## config.mk

```make
export PLATFORM = sky130hd
export DESIGN_NAME = mem_port_arbiter_4_flat
export DESIGN_NICKNAME = d
export VERILOG_FILES = /design/src/rtl/mem_port_arbiter_4_pkg.sv /design/src/rtl/mem_port_arbiter_4_if.sv /design/src/rtl/mem_port_arbiter_4_rr_pick_4.sv /design/src/rtl/mem_port_arbiter_4.sv /design/src/flat_wrapper.sv
export SDC_FILE = /design/constraint.sdc
export NUM_CORES = 1
export LEC_CHECK = 0
export BUFFER_PORTS_ARGS = -buffer_cell sky130_fd_sc_hd__buf_2
export CORE_ASPECT_RATIO = 0.9
export CORE_UTILIZATION = 35
export CTS_CLUSTER_SIZE = 10
export DETAILED_ROUTE_END_ITERATION = 10
export PLACE_DENSITY_LB_ADDON = 0.3
export SYNTH_ARGS = -nofsm -noshare
export SYNTH_HDL_FRONTEND = slang
export SYNTH_SLANG_ARGS = --single-unit
```

## constraint.sdc

```tcl
create_clock -name clk -period 1.7 [get_ports clk]
set_input_delay 0.085 -clock clk [delete_from_list [all_inputs] [get_ports clk]]
set_output_delay 0.085 -clock clk [all_outputs]
set_load 0.01 [all_outputs]
```

## src/rtl/mem_port_arbiter_4_pkg.sv

```systemverilog
// Shared types and constants for the four-requester memory port arbiter.
// Requester indices are fixed by pipeline wiring: fetch, load/store, mul/div spill, debug.
package mem_port_arbiter_4_pkg;

  localparam int NREQ  = 4;
  localparam int CNT_W = 16;

  typedef enum logic [1:0] {
    IDLE    = 2'd0,
    BUSY    = 2'd1,
    RELEASE = 2'd2
  } arb_state_e;

  localparam logic [1:0] REQ_IF  = 2'd0;
  localparam logic [1:0] REQ_LSU = 2'd1;
  localparam logic [1:0] REQ_MDU = 2'd2;
  localparam logic [1:0] REQ_DBG = 2'd3;

  function automatic logic [NREQ-1:0] onehot4(input logic [1:0] idx);
    return 4'b0001 << idx;
  endfunction

endpackage

```

## src/rtl/mem_port_arbiter_4_if.sv

```systemverilog
// Requester/memory handshake bundle between the pipeline, the arbiter and the memory controller.
// master is the arbiter side; slave is whoever drives requests and memory completion.
interface mem_port_arbiter_4_if;
  import mem_port_arbiter_4_pkg::*;

  logic [NREQ-1:0] req;
  logic            mem_done;
  logic [1:0]      select;
  logic [NREQ-1:0] grant;
  logic            mem_req;
  logic [NREQ-1:0] ack;
  logic            err;

  modport master (
    input  req, mem_done,
    output select, grant, mem_req, ack, err
  );

  modport slave (
    output req, mem_done,
    input  select, grant, mem_req, ack, err
  );

endinterface

```

## src/rtl/mem_port_arbiter_4_rr_pick_4.sv

```systemverilog
// Combinational round-robin picker: first set request at or above ptr, wrapping 3->0.
module rr_pick_4
  import mem_port_arbiter_4_pkg::*;
(
  input  logic [NREQ-1:0] req,
  input  logic [1:0]      ptr,
  output logic [1:0]      winner,
  output logic            valid
);

  logic [1:0] idx;

  always_comb begin
    winner = ptr;
    valid  = 1'b0;
    idx    = ptr;
    for (int i = 0; i < NREQ; i++) begin
      idx = ptr + 2'(i);
      if (!valid && req[idx]) begin
        winner = idx;
        valid  = 1'b1;
      end
    end
  end

endmodule

```

## src/rtl/mem_port_arbiter_4.sv

```systemverilog
// Round-robin owner of the shared 32-bit memory port; drives the address/data mux select.
//   state   | meaning
//   IDLE    | no owner; pick a winner from req starting at ptr
//   BUSY    | owner holds the port, mem_req high, waiting for mem_done or timeout
//   RELEASE | one turnaround cycle so the acknowledged requester can drop req
module mem_port_arbiter_4
  import mem_port_arbiter_4_pkg::*;
#(
  parameter int TIMEOUT = 255
) (
  input  logic                 clk,
  input  logic                 reset,
  mem_port_arbiter_4_if.master bus
);

  localparam logic [CNT_W-1:0] TMO_LAST = CNT_W'(TIMEOUT - 1);
  localparam logic [CNT_W-1:0] CNT_MAX  = '1;

  arb_state_e state, state_nxt;

  logic [1:0]       ptr, ptr_nxt;
  logic [1:0]       select_q, select_nxt;
  logic [NREQ-1:0]  grant_q, grant_nxt;
  logic [NREQ-1:0]  ack_q, ack_nxt;
  logic             mem_req_q, mem_req_nxt;
  logic             err_q, err_nxt;
  logic [CNT_W-1:0] cnt, cnt_nxt;

  logic [1:0] winner;
  logic       win_valid;
  logic       done_hit;
  logic       tmo_hit;

  rr_pick_4 u_pick (
    .req    (bus.req),
    .ptr    (ptr),
    .winner (winner),
    .valid  (win_valid)
  );

  // A completion on the timeout cycle wins over the timeout.
  assign done_hit = (state == BUSY) && bus.mem_done;
  assign tmo_hit  = (state == BUSY) && !bus.mem_done && (cnt == TMO_LAST);

  always_ff @(posedge clk) begin
    if (reset) begin
      state     <= IDLE;
      ptr       <= 2'd0;
      select_q  <= 2'd0;
      grant_q   <= '0;
      ack_q     <= '0;
      mem_req_q <= 1'b0;
      err_q     <= 1'b0;
      cnt       <= '0;
    end else begin
      state     <= state_nxt;
      ptr       <= ptr_nxt;
      select_q  <= select_nxt;
      grant_q   <= grant_nxt;
      ack_q     <= ack_nxt;
      mem_req_q <= mem_req_nxt;
      err_q     <= err_nxt;
      cnt       <= cnt_nxt;
    end
  end

  always_comb begin
    state_nxt = state;
    case (state)
      IDLE:    if (win_valid) state_nxt = BUSY;
      BUSY:    if (done_hit || tmo_hit) state_nxt = RELEASE;
      RELEASE: state_nxt = IDLE;
      default: state_nxt = IDLE;
    endcase
  end

  always_comb begin
    ptr_nxt     = ptr;
    select_nxt  = select_q;
    grant_nxt   = grant_q;
    ack_nxt     = '0;
    mem_req_nxt = 1'b0;
    err_nxt     = 1'b0;
    cnt_nxt     = cnt;
    case (state)
      IDLE: begin
        cnt_nxt = '0;
        if (win_valid) begin
          select_nxt  = winner;
          grant_nxt   = onehot4(winner);
          mem_req_nxt = 1'b1;
        end
      end
      BUSY: begin
        if (done_hit || tmo_hit) begin
          grant_nxt = '0;
          ack_nxt   = grant_q;
          err_nxt   = tmo_hit;
          ptr_nxt   = select_q + 2'd1;
          cnt_nxt   = '0;
        end else begin
          mem_req_nxt = 1'b1;
          if (cnt != CNT_MAX) cnt_nxt = cnt + 1'b1;
        end
      end
      RELEASE: begin
        grant_nxt = '0;
        cnt_nxt   = '0;
      end
      default: begin
        grant_nxt = '0;
        cnt_nxt   = '0;
      end
    endcase
  end

  assign bus.select  = select_q;
  assign bus.grant   = grant_q;
  assign bus.mem_req = mem_req_q;
  assign bus.ack     = ack_q;
  assign bus.err     = err_q;

endmodule

```

## src/flat_wrapper.sv

```systemverilog
// flat-port wrapper written by rule: the top's interface ports become plain ports
module mem_port_arbiter_4_flat import mem_port_arbiter_4_pkg::*;
#(
  parameter int TIMEOUT = 255
)
  (clk, reset, bus_req, bus_mem_done, bus_select, bus_grant, bus_mem_req, bus_ack, bus_err);
  mem_port_arbiter_4_if bus_i ();
  input  logic clk;
  input  logic reset;
  input wire logic [$bits(bus_i.req)-1:0] bus_req;
  input wire logic [$bits(bus_i.mem_done)-1:0] bus_mem_done;
  output wire logic [$bits(bus_i.select)-1:0] bus_select;
  output wire logic [$bits(bus_i.grant)-1:0] bus_grant;
  output wire logic [$bits(bus_i.mem_req)-1:0] bus_mem_req;
  output wire logic [$bits(bus_i.ack)-1:0] bus_ack;
  output wire logic [$bits(bus_i.err)-1:0] bus_err;
  assign bus_i.req = bus_req;
  assign bus_i.mem_done = bus_mem_done;
  assign bus_select = bus_i.select;
  assign bus_grant = bus_i.grant;
  assign bus_mem_req = bus_i.mem_req;
  assign bus_ack = bus_i.ack;
  assign bus_err = bus_i.err;
  mem_port_arbiter_4 #(.TIMEOUT(TIMEOUT)) u_core (.clk(clk), .reset(reset), .bus(bus_i));
endmodule
```

==> results.sh <==
export IMPL_worst_pin_slew_ns=0.531
export IMPL_portBuffers=18
export IMPL_dp_cells=267
export IMPL_n_fill_cell=405
export IMPL_synth_nets=187
export IMPL_ctsHoldBuffers=0
export IMPL_synth_edff_count=0
export IMPL_period_needed_ns=1.63
export IMPL_n_antenna_cell=0
export IMPL_finish_utilization=0.487
export IMPL_via_per_inst=5.35
export IMPL_yosys_top_cells_area="dfxtp_1, a21oi_1, nor4_1"
export IMPL_grt_usage=0.171
export IMPL_grt_pass1_vias=1290
export IMPL_p_per_area_nw_per_um2=775
export IMPL_tns_ns=0
export IMPL_dr_pass1_iters=4
export IMPL_fp_dieW_um=73.1
export IMPL_cts_made_buffers=5
export IMPL_dp_hpwl_um=2660
export IMPL_via_count=1492
export IMPL_gp_congestion=0.855
export IMPL_cts_tree="built"
export IMPL_synth_top_area_cell="dfxtp_1"
export IMPL_clock_path_buffers=2
export IMPL_ys_top_cells_by_count="dfxtp_1, a21oi_1, nor2_1"
export IMPL_die_area_um2=4820
export IMPL_critPathCaptureType="flop"
export IMPL_place_area_um2=1880
export IMPL_hold_ws_ns=0.159
export IMPL_grt_pass1_wl_um=6110
export IMPL_fin_cells=279
export IMPL_outcome="finished clean"
export IMPL_syn2layout_area_growth_pct=29.0
export IMPL_slew_headroom=0.641
export IMPL_fin_skew_ns=0.00734
export IMPL_grt_use_met2=0.230
export IMPL_ys_async_sr_fraction=0
export IMPL_grtUsageMet3=0.0457
export IMPL_yosysMostFrequentCell="dfxtp_1"
export IMPL_synth_top_area_share=0.403
export IMPL_synthesis_area_um2=1590
export IMPL_avgSynthCellArea_um2=8.93
export IMPL_design_core_area_um2=4210
export IMPL_cts_htree_levels=2
export IMPL_comb_power_share=0.104
export IMPL_ys_types=46
export IMPL_hp_class="in2reg"
export IMPL_antenna_found_initial=0
export IMPL_root_buffer="clkbuf_8"
export IMPL_drv_cap=0
export IMPL_yosys_warnings=0
export IMPL_die_y_um=65.9
export IMPL_p_leak_nw=0.822
export IMPL_crit_fanout=4
export IMPL_ir_drop_mv=0.312
export IMPL_intPower_mw=1.20
export IMPL_final_area_um2=2050
export IMPL_ys_seq_area_frac=0.403
export IMPL_worstSetupPathType="reg2reg"
export IMPL_pin_count=19
export IMPL_grt_max_degree=17
export IMPL_wl_per_cell_um=13.7
export IMPL_cts_sinks=32
export IMPL_ys_flop_type="dfxtp_1"
export IMPL_wirelength_um=3830
export IMPL_p_sw_mw=0.389
export IMPL_overflow=0
export IMPL_cts_clk_slew_worst_paths_ns=0.06
export IMPL_p_sw_frac=0.244
export IMPL_drv_slew=0
export IMPL_drc=0
export IMPL_use_met1=0.242
export IMPL_initial_utilization=0.378
export IMPL_arrival_ns=1.84
export IMPL_timing_fmax_mhz=614
export IMPL_clk_latency_ns=0.29
export IMPL_drtIter0Drc=55
export IMPL_fin_crit_sh=0.957
export IMPL_hold_violations=0
export IMPL_clock_power_share=0.398
export IMPL_crit_required_ns=1.92
export IMPL_ys_ff_latch=32
export IMPL_drive_above_1_share=0.279
export IMPL_grt_busiest_layer="met1"
export IMPL_ant_nets=0
export IMPL_placementRows=22
export IMPL_cp_start_kind="flop"
export IMPL_seq_power_share=0.497
export IMPL_syn_instance_count=178
export IMPL_finalSetupViolations=0
export IMPL_nets=228
[metal layers]
| layer | part of all wire | up-vias |
|---|---|---|
| li1 | - | 763 |
| met4 | 0.021 | 0 |
| met5 | 0 | - |
| met1 | 0.53 | 697 |
| met2 | 0.41 | 26 |
| met3 | 0.044 | 6 |
[registers in the layout (all words and copies together) (netlist names)]
signal              cells
u_core.bus.err          1
u_core.ptr              2
u_core.bus.select       2
u_core.cnt             16
u_core.state            2
u_core.bus.grant        4
u_core.bus.mem_req      1
u_core.bus.ack          4
[per-stage QoR]
step	power, mW	worst slack, ns
finish	1.59	0.0727
floorplan	0.912	0.0877
CTS	1.60	0.0593
global route	1.65	-0.000991
global placement	0.971	0.0701
detailed placement	0.971	0.0893
[area by class of cell]
| class | count | area (um^2) | share of cell area |
|---|---|---|---|
| flip-flops and latches | 32 | 644 | 0.314 |
| well taps | 60 | 75.1 | 0.0366 |
| clock buffers | 7 | 96.3 | 0.0470 |
| repair buffers | 41 | 275 | 0.134 |
| multi-input cells | 130 | 927 | 0.452 |
| inverters | 9 | 33.8 | 0.0165 |
[path summary, 6_finish.rpt]
path	from	endpoint	slack (ns)	depth (start not counted)
hold / removal	reset	u_core.state[0]	0.16	2
hold reg to reg	u_core.bus.grant[1]	u_core.bus.ack[1]	0.46	2
setup reg to reg	u_core.cnt[0]	u_core.cnt[7]	0.07	7
setup / recovery	u_core.cnt[0]	u_core.cnt[7]	0.07	7
[worst max-delay path, stage by stage, from the launching register on]
cell     delay, ns
dfxtp_1       0.34
ha_1          0.22
buf_4         0.14
nand3_1       0.12
nor4_4        0.07
buf_4         0.14
or4_1         0.39
a21oi_1       0.15
[cells in the final DEF, fill, tap and decap left out, types with 6 or more instances in the layout]
| master | synthesis | routed |
|---|---|---|
| clkbuf_8 | 0 | 7 |
| buf_4 | 0 | 22 |
| dfxtp_1 | 32 | 29 |
| nor2_1 | 10 | 10 |
| inv_1 | 9 | 9 |
| o21ai_0 | 8 | 8 |
| nor4_1 | 8 | 8 |
| nand2_1 | 6 | 6 |
| nor3_1 | 8 | 8 |
| nor2b_1 | 7 | 7 |
| a21oi_1 | 14 | 14 |
| buf_2 | 2 | 18 |
[power groups by stage]
stage | logic [mW] | registers [mW] | clock network, mW
after CTS | 0.164 | 0.791 | 0.645
after detailed placement | 0.163 | 0.807 | 0
after floorplan | 0.102 | 0.809 | 0
after global routing | 0.184 | 0.794 | 0.674
final | 0.166 | 0.791 | 0.633
after global placement | 0.164 | 0.807 | 0
[cell families (layout without fill, tap and decap cells)]
family / count (synthesis) / in the layout / synth area share
simple gates: 76 / 77 / 0.317
fa+ha+maj: 2 / 2 / 0.0157
flops: 32 / 32 / 0.403
buf+inv: 17 / 57 / 0.0417
xor+xnor: 3 / 3 / 0.0165
compound gates: 48 / 48 / 0.206
[what timing repair did]
item	CTS	global route
endpoints found under the setup margin	0	16
hold endpoints to repair	0	0
gates resized for setup	0	7
setup buffers	0	4
No activity file was read; power rests on OpenSTA's default activity.
